**src/rtl/freq_autorange.sv**
```systemverilog
// freq_autorange: auto-ranging stage between the gated BCD frequency counter
// and the 4-digit seven-segment controller.
// A lock strobe captures the whole BCD count into a shadow register. The most
// significant non-zero digit is then found by scanning down one digit per
// clock. From that digit the block derives a 4-digit display window, a
// decimal-point position and a Hz/kHz/MHz range code, and presents them as a
// registered result with a one-cycle valid strobe.
// Optional feature: define FREQ_AUTORANGE_BLANK_EN to enable leading-zero
// blanking on Hz-range results. When the macro is undefined, blank_o is tied
// to zero.
module freq_autorange #(
    parameter int DIG_IN = 8
) (
    input  logic                clk,
    input  logic                rst_n,
    input  logic [4*DIG_IN-1:0] bcd_i,
    input  logic                bcd_valid_i,
    input  logic                hold_i,
    output logic [15:0]         data_o,
    output logic [3:0]          dp_o,
    output logic [1:0]          range_o,
    output logic [3:0]          blank_o,
    output logic                valid_o,
    output logic                busy_o
);

    typedef enum logic [1:0] {
        IDLE,
        SCAN,
        EMIT
    } state_t;

    state_t              state;
    logic [4*DIG_IN-1:0] shadow;
    logic [3:0]          idx;
    logic [3:0]          msd;

    logic [3:0]          cur_digit;
    logic [3:0]          win_lo;
    logic [15:0]         window;
    logic [1:0]          range_next;
    logic [3:0]          range_x3;
    logic [3:0]          dp_pos;
    logic [3:0]          dp_next;

    // Select the shadow digit that the scan is currently inspecting.
    always_comb begin
        cur_digit = 4'd0;
        for (int k = 0; k < DIG_IN; k++) begin
            if (idx == 4'(k)) begin
                cur_digit = shadow[4*k +: 4];
            end
        end
    end

    // Cut the 4-digit window whose top digit is the msd; the lower digits are truncated, not rounded.
    always_comb begin
        win_lo = msd - 4'd3;
        window = 16'h0000;
        for (int j = 0; j < 4; j++) begin
            for (int k = 0; k < DIG_IN; k++) begin
                if (win_lo + 4'(j) == 4'(k)) begin
                    window[4*j +: 4] = shadow[4*k +: 4];
                end
            end
        end
    end

    // Range code is ceil((msd-3)/3); the decimal point falls 3r-l digits from the right.
    always_comb begin
        if (msd <= 4'd3) begin
            range_next = 2'd0;
        end else if (msd <= 4'd6) begin
            range_next = 2'd1;
        end else if (msd <= 4'd9) begin
            range_next = 2'd2;
        end else begin
            range_next = 2'd3;
        end
        range_x3 = {2'b00, range_next} + {1'b0, range_next, 1'b0};
        dp_pos   = range_x3 - win_lo;
        case (dp_pos)
            4'd1:    dp_next = 4'b0010;
            4'd2:    dp_next = 4'b0100;
            4'd3:    dp_next = 4'b1000;
            default: dp_next = 4'b0000;
        endcase
    end

`ifdef FREQ_AUTORANGE_BLANK_EN
    logic [3:0] blank_next;

    // Blank leading zeros of a Hz-range result; the units position always stays lit.
    always_comb begin
        blank_next    = 4'b0000;
        blank_next[3] = (window[15:12] == 4'd0);
        blank_next[2] = blank_next[3] && (window[11:8] == 4'd0);
        blank_next[1] = blank_next[2] && (window[7:4] == 4'd0);
        if (range_next != 2'd0) begin
            blank_next = 4'b0000;
        end
    end
`endif

    // Capture / scan / emit sequencer with registered outputs.
    always_ff @(posedge clk or negedge rst_n) begin
        if (!rst_n) begin
            state   <= IDLE;
            shadow  <= '0;
            idx     <= 4'd0;
            msd     <= 4'd3;
            data_o  <= 16'h0000;
            dp_o    <= 4'b0000;
            range_o <= 2'd0;
            valid_o <= 1'b0;
            busy_o  <= 1'b0;
`ifdef FREQ_AUTORANGE_BLANK_EN
            blank_o <= 4'b0000;
`endif
        end else begin
            valid_o <= 1'b0;
            case (state)
                IDLE: begin
                    if (bcd_valid_i && !hold_i) begin
                        shadow <= bcd_i;
                        idx    <= 4'(DIG_IN - 1);
                        busy_o <= 1'b1;
                        state  <= SCAN;
                    end
                end
                SCAN: begin
                    if (cur_digit != 4'd0 || idx == 4'd3) begin
                        msd   <= idx;
                        state <= EMIT;
                    end else begin
                        idx <= idx - 4'd1;
                    end
                end
                EMIT: begin
                    data_o  <= window;
                    dp_o    <= dp_next;
                    range_o <= range_next;
`ifdef FREQ_AUTORANGE_BLANK_EN
                    blank_o <= blank_next;
`endif
                    valid_o <= 1'b1;
                    busy_o  <= 1'b0;
                    state   <= IDLE;
                end
                default: begin
                    state  <= IDLE;
                    busy_o <= 1'b0;
                end
            endcase
        end
    end

`ifndef FREQ_AUTORANGE_BLANK_EN
    assign blank_o = 4'b0000;
`endif

endmodule
```
**config.mk**
```make
export PLATFORM = sky130hd
export DESIGN_NAME = freq_autorange
export DESIGN_NICKNAME = d
export VERILOG_FILES = /design/src/rtl/freq_autorange.sv
export SDC_FILE = /design/constraint.sdc
export NUM_CORES = 1
export LEC_CHECK = 0
export CORE_MARGIN = 8
export CORE_UTILIZATION = 50
export DETAILED_ROUTE_END_ITERATION = 8
export PLACE_DENSITY_LB_ADDON = 0.2
export SLEW_MARGIN = 20
export SYNTH_ARGS = -nofsm -noshare
export SYNTH_HDL_FRONTEND = slang
export SYNTH_SLANG_ARGS = --single-unit
```
**constraint.sdc**
```tcl
create_clock -name clk -period 3.95 [get_ports clk]
set_input_delay 0.79 -clock clk [delete_from_list [all_inputs] [get_ports clk]]
set_output_delay 0.79 -clock clk [all_outputs]
set_load 0.005 [all_outputs]
```
Word-level counts from Yosys, hierarchy flattened
Cells that the tools add are included.

cells by class
  add/subtract/negate cells = 7
  magnitude comparators = 3
  equal/unequal tests = 43
  mux-type cells = 53
  bitwise operators = 1
  reductions and logical operators = 16

operator list
  kind                                                 count
  two-way mux 4 bit                                    42
  equality test 4 x 3 -> 1 bit, second input constant  20
  equality test 4 x 2 -> 1 bit, second input constant  12
  equality test 4 x 1 -> 1 bit, second input constant  6
  logical NOT 4 bit                                    5
  one-hot mux 4 bit (3 select lines)                   1
  adder 4 x 2 -> 4 bit, second input constant          2
  two-way mux 2 bit                                    4
  one-hot mux 4 bit (2 select lines)                   1
  AND reduction 2 bit                                  4
  != test 2 bit, second input constant                 3
  adder 2 x 3 -> 4 bit                                 1
  adder 4 x 1 -> 4 bit, second input constant          1
  <= comparator 4 x 2 -> 1 bit, second input constant  1
  <= comparator 4 x 3 -> 1 bit, second input constant  1
  <= comparator 4 bit, second input constant           1
  one-hot mux 2 bit (2 select lines)                   1
  nonzero test 4 bit                                   1
  subtractor 4 x 1 -> 4 bit, second input constant     1
  subtractor 4 x 2 -> 4 bit, second input constant     1
  subtractor 4 bit                                     1
  two-way mux 1 bit                                    3
  AND reduction 3 bit                                  1
  equality test 2 x 1 -> 1 bit, second input constant  1
  other kinds (8)                                      8

storage, ports and cells
  bits in registers = 66
  output and inout bits = 28
  word-level logic and storage cells = 132

Depth between registers and ports, before layout
Gate-level depths: netlist of run 1.

  depth in word-level cells = 13
  depth in mapped cells = 16

Worst setup path before layout of run 1
Ideal clock, no wire load.

  path type = flip-flop to flip-flop
  start point = register msd[0]
  end point = register dp_o[1]
  data arrival time = 3.361 ns
  data required time = 3.840 ns
  path slack = 0.479 ns
  stages on the path, launching flop included = 15
  period minus slack after synthesis = 3.471 ns
  cell sequence = dfstp_2 buf_2 inv_1 ha_1 clkbuf_1 o32a_1 fa_1 inv_1 ha_1 inv_1 fa_1 xnor2_1 xnor2_1 nand2_1 o41ai_1

on the way
  cells in the longest elaborated chain, start to end = 8

ends and longest elaborated chain
  item                                                                                 line  source
  from (decl)                                                                          36    logic [3:0] msd;
  from (signal assigned)                                                               133   msd <= idx;
  <= comparator 4 bit                                                                  75    end else if (msd <= 4'd9) begin
  two-way mux 1 bit                                                                    75
  two-way mux 2 bit                                                                    73    end else if (msd <= 4'd6) begin
  two-way mux 2 bit                                                                    71    if (msd <= 4'd3) begin
  adder 2 x 3 -> 4 bit                                                                 80    range_x3 = {2'b00, range_next} + {1'b0, range_next, 1'b0};
  subtractor 4 bit *                                                                   81    dp_pos = range_x3 - win_lo;
  equality test 4 x 2 -> 1 bit / equality test 4 x 1 -> 1 bit (equally long branches)  82    case (dp_pos)
  one-hot mux 4 bit (3 select lines) *                                                 82
  to (signal assigned)                                                                 141   dp_o <= dp_next;
  to (decl)                                                                            20    output logic [3:0] dp_o,

Every way passes the cells marked *; elsewhere a longest branch is shown, timed or not.
A chain may end at the register's enable or synchronous reset.

Final worst setup path of run 1
Ends and elaborated chain as after synthesis.

==> summary.txt, run 1 <==
Gate Count Post-Synth = 549
Layout cells sized above 1 = 0.0911
Maxcap violations = 0
Sequential power share = 0.252
Area grow syn2layout = 18.0%
Sw power = 2.80 mW
First-pass GRT wire length = 22500 um
RD Place Congestion = 0.938
EDFF count, synth = 0
R2R Path End = dp_o[1]
RR Startpoint = msd[0]
Comb pwr share = 0.634
Clock sink count = 65
Reg2reg setup slack = 430 ps
Hold_sp = range_o[1]
Top cell type's share of synthesized area = 0.332
PortBufs = 58
CTS Hold Bufs = 0
DRC viols = 0
Internal cell power = 2.93 mW
GRT Overall Usage = 0.221
Initial DRC count = 388
Clock power share = 0.114
Final setup viols = 0
Ys async rst share = 1.00
Vias = 4385
Sequential-to-total area share from yosys stat = 0.343
Pwr/cell area = 1020 nW/um2
Syn. warnings = 0
CTS Buffer Depth = 2
Worst slew margin = 0.455
Vias in the first global route = 4123
Post-DP HPWL = 10600 um
CTS resizes = 0
Core area = 9240 um2
RSZ-0062 raised after global routing = false
CP Max Fanout = 14
GRT overflow = 0
#FFs+latches synth = 65
Antenna violations before repair = 0
Worst reg-to-reg path cell count = 13
Mean post-synth cell area = 8.64 um2
Crit Path Class = flop to flop
VDD IR max = 621 uV
Worst-Margin Slew = 812 ps
CTS tree = yes
Final Max Slew Viols = 0
Final Cycle Share = 0.890
Post-Syn Area = 4740 um2
Largest cells by area after synthesis = dfrtp_1, nand2_1, ha_1, a21oi_1, mux2_1
Clk slew on worst S/H paths = 80 ps
Largest net degree at the start of global routing = 66
ANT cells = 0
Setup Fix Bufs, Post-CTS = 0
Fin Setup TNS = 0 ps
Detail-routed via count per cell = 6.07
Crit end category = flop
Chip width = 113 um
Initial core utilization = 0.513
H-tree levels = 3
Cell taking the most area after synthesis = dfrtp_1
WP data required = 4190 ps
Status = complete, no violations
WHS Path Cells = 2
Wire per inst = 19.4 um
Clk Latency, worst-skew pair = 350 ps
WL final = 14000 um
Post-synth cell types = 71
Final hold vios = 0
Skew final = 12.4 ps
CP Launch Type = flop
# rows = 35
Fill count = 847
Die Area = 12900 um2
Pre-Repair DR Iteration Count = 6
Total Nets Final = 643
Total power = 5.73 mW
Max Clk Rate = 284 MHz
Num CTS Buffers = 9
Synth Flop Type = dfrtp_1
Root buffer cell = clkbuf_8
Tmin final = 3520 ps
Post-DRT Antenna Nets = 0
Critical Path AT = 3750 ps
Hold endpoint = range_o[1]
Io pins = 64
Net Sw Frac = 0.489
Worst Hold Class = flop to flop
Leakage = 2.30 nW
Die Ht = 113 um
cells by family (layout without fill, tap and decap cells):
| kind of cell | count (synthesis) | count (layout) | share of synthesized area |
|---|---|---|---|
| compound gates | 186 | 186 | 0.260 |
| xor+xnor | 9 | 9 | 0.0182 |
| fa+ha+maj | 19 | 19 | 0.0533 |
| buf+inv | 79 | 119 | 0.0710 |
| flops | 65 | 65 | 0.343 |
| mux | 33 | 33 | 0.0939 |
| other cells | 1 | 5 | 0.000791 |
| simple gates | 157 | 157 | 0.159 |
Yosys cell counts (5+ instances only):
cell type and instances:
nand2_1 67, dfrtp_1 63, a21oi_1 41, o21ai_0 35, inv_1 32, nor2_1 25
clkbuf_1 24, ha_1 17, mux2_1 17, o21ai_1 16, nor3_1 15, a22o_1 11
nor2b_1 9, a211oi_1 8, a31oi_1 8, buf_2 8, nand3b_1 8, xnor2_1 8
mux4_2 7, nand2b_1 7, o211ai_1 7, o21a_1 7, buf_4 6, a221oi_1 5
a22oi_1 5, buf_1 5, mux2_2 5, o31ai_1 5
cell type report:
cell class,count,area (um2),area share
multi-input cells,409,2800,0.500
flip-flops and latches,65,1630,0.291
repair buffers,68,651,0.116
well taps,129,161,0.0288
clock buffers,11,141,0.0253
inverters,35,131,0.0235
clock inverters,5,86.3,0.0154
layout by cell type, fill, tap and decap left out, types with 4 or more instances in the layout:
cell type / instances
ha_1: 17
o31ai_1: 5
nor2b_1: 9
a22o_1: 11
clkbuf_8: 10
mux2i_1: 4
o211ai_1: 7
o21ai_0: 35
buf_4: 10
clkdlybuf4s50_1: 57
a22oi_1: 5
a221oi_1: 5
nand2b_1: 7
inv_1: 32
a31oi_1: 8
nand2_1: 67
conb_1: 5
mux2_1: 17
o21ai_1: 16
mux4_2: 7
nor3_1: 14
a21oi_1: 41
xnor2_1: 8
o21a_1: 7
mux2_2: 5
nand3_1: 4
nor2_1: 25
o22ai_1: 4
nand3b_1: 8
and2_1: 4
a211oi_1: 8
dfrtp_1: 63
a222oi_1: 4
routing by layer:
layer,track usage,up-vias,part of all wire
met1,0.298,2054,0.44
met5,0,-,0
met3,0.0417,38,0.089
met4,0.0906,0,0.033
met2,0.341,232,0.44
li1,-,2061,-
worst max-delay path by stage:
stage | from | end | slack (ps)
CTS | msd[0] | dp_o[1] | 420
global placement | msd[0] | dp_o[1] | 610
finish | msd[0] | dp_o[1] | 430
detailed placement | msd[0] | dp_o[1] | 440
global route | msd[0] | dp_o[3] | 150
floorplan | msd[0] | dp_o[1] | 480
metrics by stage:
step,cell area (um2),worst slack [ps],instances,utilization,hold WS [ps]
after floorplan,4760,479,553,-,462
after global placement,5370,615,706,0.581,468
after detailed placement,5370,445,706,0.581,473
after CTS,5600,416,722,0.606,489
after global routing,5600,148,722,0.606,511
final,5600,434,722,0.606,484
state kept, by name (all words and copies together), names as in the netlist:
name,flops
shadow,32
data_o,16
idx,4
dp_o,3
state,2
valid_o,1
range_o,2
busy_o,1
msd,4
worst max-delay path: stages, from the launching register on:
cell     delay, ps
dfstp_2        670
inv_1          200
ha_1           360
nor3_1         180
o32a_1         290
fa_1           420
inv_1           70
ha_1           150
inv_1           50
fa_1           370
xnor2_1        170
xnor2_1        130
nand2_1        100
o41ai_1        230
power by group through the flow:
stage | sequential [mW] | clock (mW) | combinational (mW)
6_report | 1.44 | 0.652 | 3.63
5_1_grt | 1.48 | 0.698 | 4.00
4_1_cts | 1.43 | 0.664 | 3.59
3_5_place_dp | 1.44 | 0 | 3.57
3_3_place_gp | 1.45 | 0 | 3.52
2_1_floorplan | 1.22 | 0 | 2.69
Power figures use the tool's default switching activity.
==> run 2, diff against run 1 <==
Settings changed: CORE_UTILIZATION 50 to 55.
Clock period 3.95 ns to 4 ns, I/O delays scaled along.
==> run 2 against run 1 <==
  * Utilization grew 4.4 points
  * Sequential power is essentially flat
  * Register-to-register slack gained 50 ps
  * Critical path depth is the same
  * Final cell count shrank 3.2%
  * Maximum frequency is essentially flat
  * Non-clock buffer count shrank 2
  * Routed wire length grew 1.9%
  * Highest routed layer unchanged
==> summary.txt, run 2 (synthesis gave the netlist of run 1 again) <==
Fin worst setup slack = 483 ps
Largest net degree at the start of global routing = 52
Core area = 8550 um2
RD Place Congestion = 0.953
Total Nets Final = 641
CP Max Fanout = 14
GRT overflow = 0
Area grow syn2layout = 17.2%
RR Startpoint = msd[0]
CP delay by family, top = adder cells
Top flop regs = shadow: 32 flops, data_o: 16 flops
Fill count = 730
H-tree levels = 3
RSZ-0062 raised after global routing = false
Total placed cells including tap cells = 683
Worst Hold Class = input port to async pin
Reg2reg setup slack = 480 ps
Crit path launch = msd[0]
# rows = 34
Post-layout util = 0.650
CP Launch Type = flop
Largest Register = shadow
Initial core utilization = 0.555
Final Instance Area = 5560 um2
Io pins = 64
Crit Path Class = flop to flop
R2R Path End = dp_o[1]
Most frequent cell on the critical path = inv_1
Critical Path AT = 3760 ps
Layout Cells excl Fill = 699
Skew final = 14.0 ps
Max FFs per register = 32
Crit path largest cell delay = 670 ps
Wire per inst = 20.5 um
Area after DPL = 5330 um2
Final setup viols = 0
CTS resizes = 0
VDD IR max = 448 uV
Root buffer cell = clkbuf_8
Max Clk Rate = 284 MHz
Pwr/cell area = 1020 nW/um2
Pre-Repair DR Iteration Count = 6
CP max stage cell = dfstp_2
Post-DRT Antenna Nets = 0
Maxcap violations = 0
Status = complete, no violations
Cell breakdown of the critical path = inv_1, ha_1, nor3_1, o32a_1, fa_1, inv_1, ha_1, inv_1, fa_1, xnor2_1, xnor2_1, nand2_1, o41ai_1
Initial DRC count = 495
Vias = 4482
Clk slew on worst S/H paths = 80 ps
Commonest non-fill, non-tap cell in the layout = nand2_1
Worst reg-to-reg path cell count = 13
Fin Hold WS = 470 ps
Worst slew margin = 0.405
First-pass GRT wire length = 23100 um
Crit end category = flop
Layout cells sized above 1 = 0.0897
Crit path buf inv count = 3
Fin Setup TNS = 0 ps
Final hold vios = 0
CTS Buffer Depth = 2
Worst-Margin Slew = 890 ps
Total power = 5.67 mW
Post-DP HPWL = 10500 um
Die Ht = 109 um
Num CTS Buffers = 9
Setup Fix Bufs, Post-CTS = 0
CTS tree = yes
Chip width = 109 um
DRC viols = 0
WP data required = 4240 ps
WL final = 14300 um
Tmin final = 3520 ps
GRT Overall Usage = 0.250
Antenna violations before repair = 0
PortBufs = 58
Clk Latency, worst-skew pair = 360 ps
CTS Hold Bufs = 0
Clock sink count = 65
Final Max Slew Viols = 0
Detail-routed via count per cell = 6.41
ANT cells = 0
Dpl ws = 524 ps
Die Area = 11900 um2
Final Cycle Share = 0.879
Most frequent cells in the layout = nand2_1, dfrtp_1, clkdlybuf4s50_1
Leakage = 2.29 nW
Vias in the first global route = 4318
==> run 2: changes by cell type in the layout (fill, tap and decap cells not counted) <==
cell | before | now
clkinvlp_4 | 0 | 2
buf_4 | 10 | 9
inv_6 | 2 | 1
clkinv_2 | 0 | 1
clkinv_4 | 1 | 0
buf_2 | 1 | 0
clkbuf_1 | 1 | 0
==> run 2: worst max-delay path by stage <==
stage                     endpoint  slack, ps  cells past startpoint
final                      dp_o[1]        480                     13
after global routing       dp_o[1]        170                     13
after CTS                  dp_o[1]        490                     13
after detailed placement   dp_o[1]        520                     13
after global placement     dp_o[1]        660                     13
after floorplan            dp_o[1]        530                     14
==> run 2: routing by layer <==
metal | routed length (um) | track usage | vias up
li1 | - | - | 2056
met1 | 5940 | 0.337 | 2103
met4 | 465 | 0.106 | 0
met5 | 0 | 0 | -
met2 | 6410 | 0.384 | 277
met3 | 1490 | 0.0502 | 46
==> run 2: cell type report <==
type                       count  area, um2  share of cell area
timing repair buffer          66        638               0.115
clock buffer                  10        138              0.0248
multi-input combinational    409       2800               0.503
inverter                      35        131              0.0236
tap                          108        135              0.0243
sequential                    65       1630               0.293
clock inverter                 6       88.8              0.0160
==> run 2: worst reg2reg max path: cells and delay by family, from the launching register on <==
family	cells	cell delay [ps]
AO/OA/AOI/OAI	2	530
XOR/XNOR	2	310
adder cells (fa/ha/maj)	4	1300
buffers and inverters	3	320
flip-flops	1	670
AND/OR/NAND/NOR	2	290
==> run 2: report_power, final <==
group	switching [mW]	internal, mW
Combinational	2.05	1.55
Clock	0.281	0.369
Sequential	0.468	0.957
Total	2.80	2.87
==> run 3, diff against run 2 <==
Settings changed: CORE_UTILIZATION 55 to 56.
==> run 3 against run 2 <==
  * Maximum frequency is 2.8% lower
  * Clock power is 9.4% lower
  * Flip-flop and latch count stayed put
  * Die area is 1.5% lower
  * Setup slack worse by 100 ps
  * First-iteration DRC count is 34% lower
  * Clock-buffer cell count stayed put
  * Highest routed layer unchanged
  * Sequential power hardly changed
  * Critical path type unchanged
  * Global-route usage is 0.46 points lower
  * Power is 1.4% lower
  * Non-clock buffer count is 1 higher
==> summary.txt, run 3 (synthesis gave the netlist of run 1 again) <==
Clk Latency, worst-skew pair = 360 ps
DRC viols = 0
Antenna violations before repair = 0
RD Place Congestion = 0.970
Core area = 8220 um2
Dpl ws = 461 ps
First-pass GRT wire length = 22500 um
RSZ-0062 raised after global routing = false
Largest Register = shadow
Wire per inst = 20.1 um
Skew final = 11.6 ps
Initial DRC count = 328
Fin worst setup slack = 382 ps
Crit end category = flop
Final Cycle Share = 0.904
Maxcap violations = 0
Most frequent cell on the critical path = inv_1
GRT overflow = 0
Max Clk Rate = 276 MHz
Worst-Margin Slew = 864 ps
Final hold vios = 0
Worst reg-to-reg path cell count = 13
Leakage = 2.28 nW
Final setup viols = 0
ANT cells = 0
Cell breakdown of the critical path = inv_1, ha_1, nor3_1, o32a_1, fa_1, inv_1, ha_1, inv_1, fa_1, xnor2_1, xnor2_1, nand2_1, o41ai_1
Num CTS Buffers = 9
Total Nets Final = 642
Area grow syn2layout = 16.8%
RR Startpoint = msd[0]
CTS Buffer Depth = 2
Tmin final = 3620 ps
Largest net degree at the start of global routing = 52
Worst Hold Class = input port to async pin
Die Ht = 108 um
Clock sink count = 65
Max FFs per register = 32
Crit path largest cell delay = 670 ps
WP data required = 4240 ps
PortBufs = 58
CTS Hold Bufs = 0
CP Launch Type = flop
Post-layout util = 0.674
WL final = 14000 um
Critical Path AT = 3860 ps
Layout cells sized above 1 = 0.0912
Fin Hold WS = 458 ps
Most frequent cells in the layout = nand2_1, dfrtp_1, clkdlybuf4s50_1
Initial core utilization = 0.577
Fill count = 698
# rows = 33
Commonest non-fill, non-tap cell in the layout = nand2_1
Status = complete, no violations
Vias = 4471
CP max stage cell = dfstp_2
Post-DRT Antenna Nets = 0
Post-DP HPWL = 10400 um
Root buffer cell = clkbuf_8
Pre-Repair DR Iteration Count = 7
GRT Overall Usage = 0.246
Final Max Slew Viols = 0
Detail-routed via count per cell = 6.41
CTS resizes = 0
Crit Path Class = flop to flop
Vias in the first global route = 4221
Reg2reg setup slack = 380 ps
Io pins = 64
Chip width = 108 um
Setup Fix Bufs, Post-CTS = 0
Top flop regs = shadow: 32 flops, data_o: 16 flops
VDD IR max = 480 uV
Pwr/cell area = 1010 nW/um2
Fin Setup TNS = 0 ps
CP Max Fanout = 14
Clk slew on worst S/H paths = 80 ps
CTS tree = yes
R2R Path End = dp_o[1]
Die Area = 11700 um2
Worst slew margin = 0.422
H-tree levels = 3
[run 3: changes by cell type in the layout (fill, tap and decap cells not counted)]
cell | before | now
buf_4 | 9 | 10
bufinv_16 | 2 | 1
clkinvlp_4 | 2 | 3
[run 3: worst max path at each step]
stage                      start  endpoint  slack, ps  depth (start not counted)
after floorplan           msd[0]   dp_o[1]        530                         14
after global placement    msd[0]   dp_o[1]        680                         13
after detailed placement  msd[0]   dp_o[1]        460                         13
after CTS                 msd[0]   dp_o[1]        440                         13
after global routing      msd[0]   dp_o[1]         70                         13
final                     msd[0]   dp_o[1]        380                         13
[run 3: power by group]
part | switching [mW] | internal (mW) | leakage (nW) | total, mW
clock | 0.284 | 0.306 | 0.0949 | 0.589
combinational | 2.02 | 1.55 | 1.39 | 3.58
sequential | 0.467 | 0.957 | 0.796 | 1.42
[run 3: layout make-up]
cell class | count | area, um2 | share of cell area
Clock buffer | 10 | 138 | 0.0248
Clock inverter | 6 | 66.3 | 0.0120
Inverter | 35 | 131 | 0.0237
Multi-Input combinational cell | 409 | 2800 | 0.505
Sequential cell | 65 | 1630 | 0.294
Tap cell | 105 | 131 | 0.0237
Timing Repair Buffer | 67 | 646 | 0.117
[run 3: critical path: cells and delay by family, from the launching register on]
kind	cells	cell delay, ps
fa+ha+maj	4	1280
flops	1	670
compound gates	2	570
simple gates	2	340
xor+xnor	2	330
buf+inv	3	310
[run 3: per-layer routing]
metal  GRT usage  part of all wire  vias up
met3      0.0553             0.096       43
met2       0.377              0.44      243
met1       0.321              0.42     2127
met5           0                 0        -
met4       0.118             0.038        0
li1            -                 -     2058
[run 3: stage by stage]
step / instances / total power [mW] / cell area [um2]
after floorplan: 553 / 3.86 / 4760
after global placement: 681 / 4.86 / 5330
after detailed placement: 681 / 4.93 / 5330
after CTS: 697 / 5.53 / 5540
after global routing: 697 / 6.01 / 5540
final: 697 / 5.59 / 5540
==> RTL edit (config.mk and constraints of run 2) <==
Add an input register stage for `bcd_i`, `bcd_valid_i` and `hold_i`, with the module's reset; this delays them by one clock.
--- a/src/rtl/freq_autorange.sv
+++ b/src/rtl/freq_autorange.sv
@@ -29,6 +29,22 @@
         SCAN,
         EMIT
     } state_t;
+
+    logic [4*DIG_IN-1:0] bcd_q;
+    logic bcd_valid_q;
+    logic hold_q;
+
+    always_ff @(posedge clk or negedge rst_n) begin
+        if (!rst_n) begin
+            bcd_q       <= '0;
+            bcd_valid_q <= '0;
+            hold_q      <= '0;
+        end else begin
+            bcd_q       <= bcd_i;
+            bcd_valid_q <= bcd_valid_i;
+            hold_q      <= hold_i;
+        end
+    end
 
     state_t              state;
     logic [4*DIG_IN-1:0] shadow;
@@ -121,8 +137,8 @@
             valid_o <= 1'b0;
             case (state)
                 IDLE: begin
-                    if (bcd_valid_i && !hold_i) begin
-                        shadow <= bcd_i;
+                    if (bcd_valid_q && !hold_q) begin
+                        shadow <= bcd_q;
                         idx    <= 4'(DIG_IN - 1);
                         busy_o <= 1'b1;
                         state  <= SCAN;
Function: changed (Yosys sat finds a counterexample within 4 cycles, from zero or initial values and one cycle with rst_n low).
==> RTL edit against run 2 <==
  * Core utilization fell by 0.33 points
  * Non-clock buffer count rose by 1
  * Design area rose by 14%
  * Area after synthesis rose by 17%
  * Routed wire length rose by 1.9%
  * Power rose by 2.4%
  * Global-route usage fell by 2.4 points
  * Sequential cell count rose by 34
  * Worst setup slack got worse by 38 ps
==> RTL edit: results (changes against run 2) <==
| Metric | Value |
|---|---|
| FF-to-FF setup slack | 440 ps (-40 ps) |
| Global-route wire length before repair | 23600 um (+1.9%) |
| Top cells by count, synth | nand2_1 (124), dfrtp_1 (97), a21oi_1 (57) |
| Top Registers | bcd_q: 32 flops, shadow: 32 flops, data_o: 16 flops |
| Number of global-route vias before repair | 4442 (+2.9%) |
| Seq/Total Area, Yosys | 44.6% (+10 points) |
| GP Congestion | 0.922 (-3.3%) |
| Detailed placement HPWL | 10600 um (+0.80%) |
| Met3 wire length | 877 um (-41%) |
| Via-per-instance ratio | 5.83 (-9.1%) |
| Clk pwr share | 11.3% (-0.2 points) |
| P_comb | 3.38 mW (-6.1%) |
| Vias | 4612 (+2.9%) |
| DRT Wirelength | 14600 um (+1.9%) |
| Critical Path AT | 3820 ps (+60 ps) |
| P_leak | 2.72 nW (+19%) |
| GRT met1 Usage | 30.9% (-2.8 points) |
| Status | finished, final reports clean |
| Peak VDD IR | 0.415 mV (-7.3%) |
| Met2 Wirelength | 6670 um (+4.0%) |
| Average size of a mapped cell | 8.97 um2 (+3.8%) |
| Worst Hold Class | input port to asynchronous set/reset pin |
| CP endpoint | dp_o[3] |
| Pre-antenna DRT Iters | 4 (-2) |
| Ranking of synthesized cells by area | dfrtp_1 (44%), nand2_1 (8.4%), a21oi_1 (5.1%) |
| Layout Nets | 709 (+11%) |
| Placement Setup Slack | 427 ps (-97.4 ps) |
| PD cells | 914 nW/um2 (-10%) |
| Area after DPL | 6150 um2 (+15%) |
| Normalized max-slew margin | 50.1% (+9.6 points) |
| Met3 Usage GRT | 4.60% (-0.42 points) |
| Reg2Reg Depth | 14 (+1) |
| Fin crit share | 88.9% (+0.96 points) |
| GRT Total Usage | 22.6% (-2.4 points) |
| GR met2 Demand/Resource | 34.9% (-3.4 points) |
| Hold WS | 380 ps (-89.7 ps) |
RTL edit: cell types whose count changed after synthesis, sizes merged, moves of 5 or more:
cell    change
a211oi      +5
a21oi      +14
a221oi      +8
a22o        -8
buf         +7
dfrtp      +34
mux2       -21
mux4        -6
nand2      +59
nor3        -5
RTL edit: final cells by class:
cell class              instances  area (um2)
clock inverters                 5        62.6
inverters                      32         120
multi-input cells             445        2740
fillers                       862        3470
clock buffers                  10         138
repair buffers                 67         646
well taps                     133         166
flip-flops and latches         99        2480
RTL edit: cell families (layout without fill, tap and decap cells):
logic type                 count (synthesis)  count (layout)  share of synthesized area [%]
AOI/OAI and AO/OA                        191             191                           22.2
DFF                                       99              99                           44.6
other                                      1               5                         0.0674
buffers and inverters                     80             114                           6.61
adders and majority gates                 19              19                           4.54
muxes                                      5               5                           1.21
xor gates and xnor gates                  12              12                           2.63
and+or+nand+nor                          213             213                           18.1
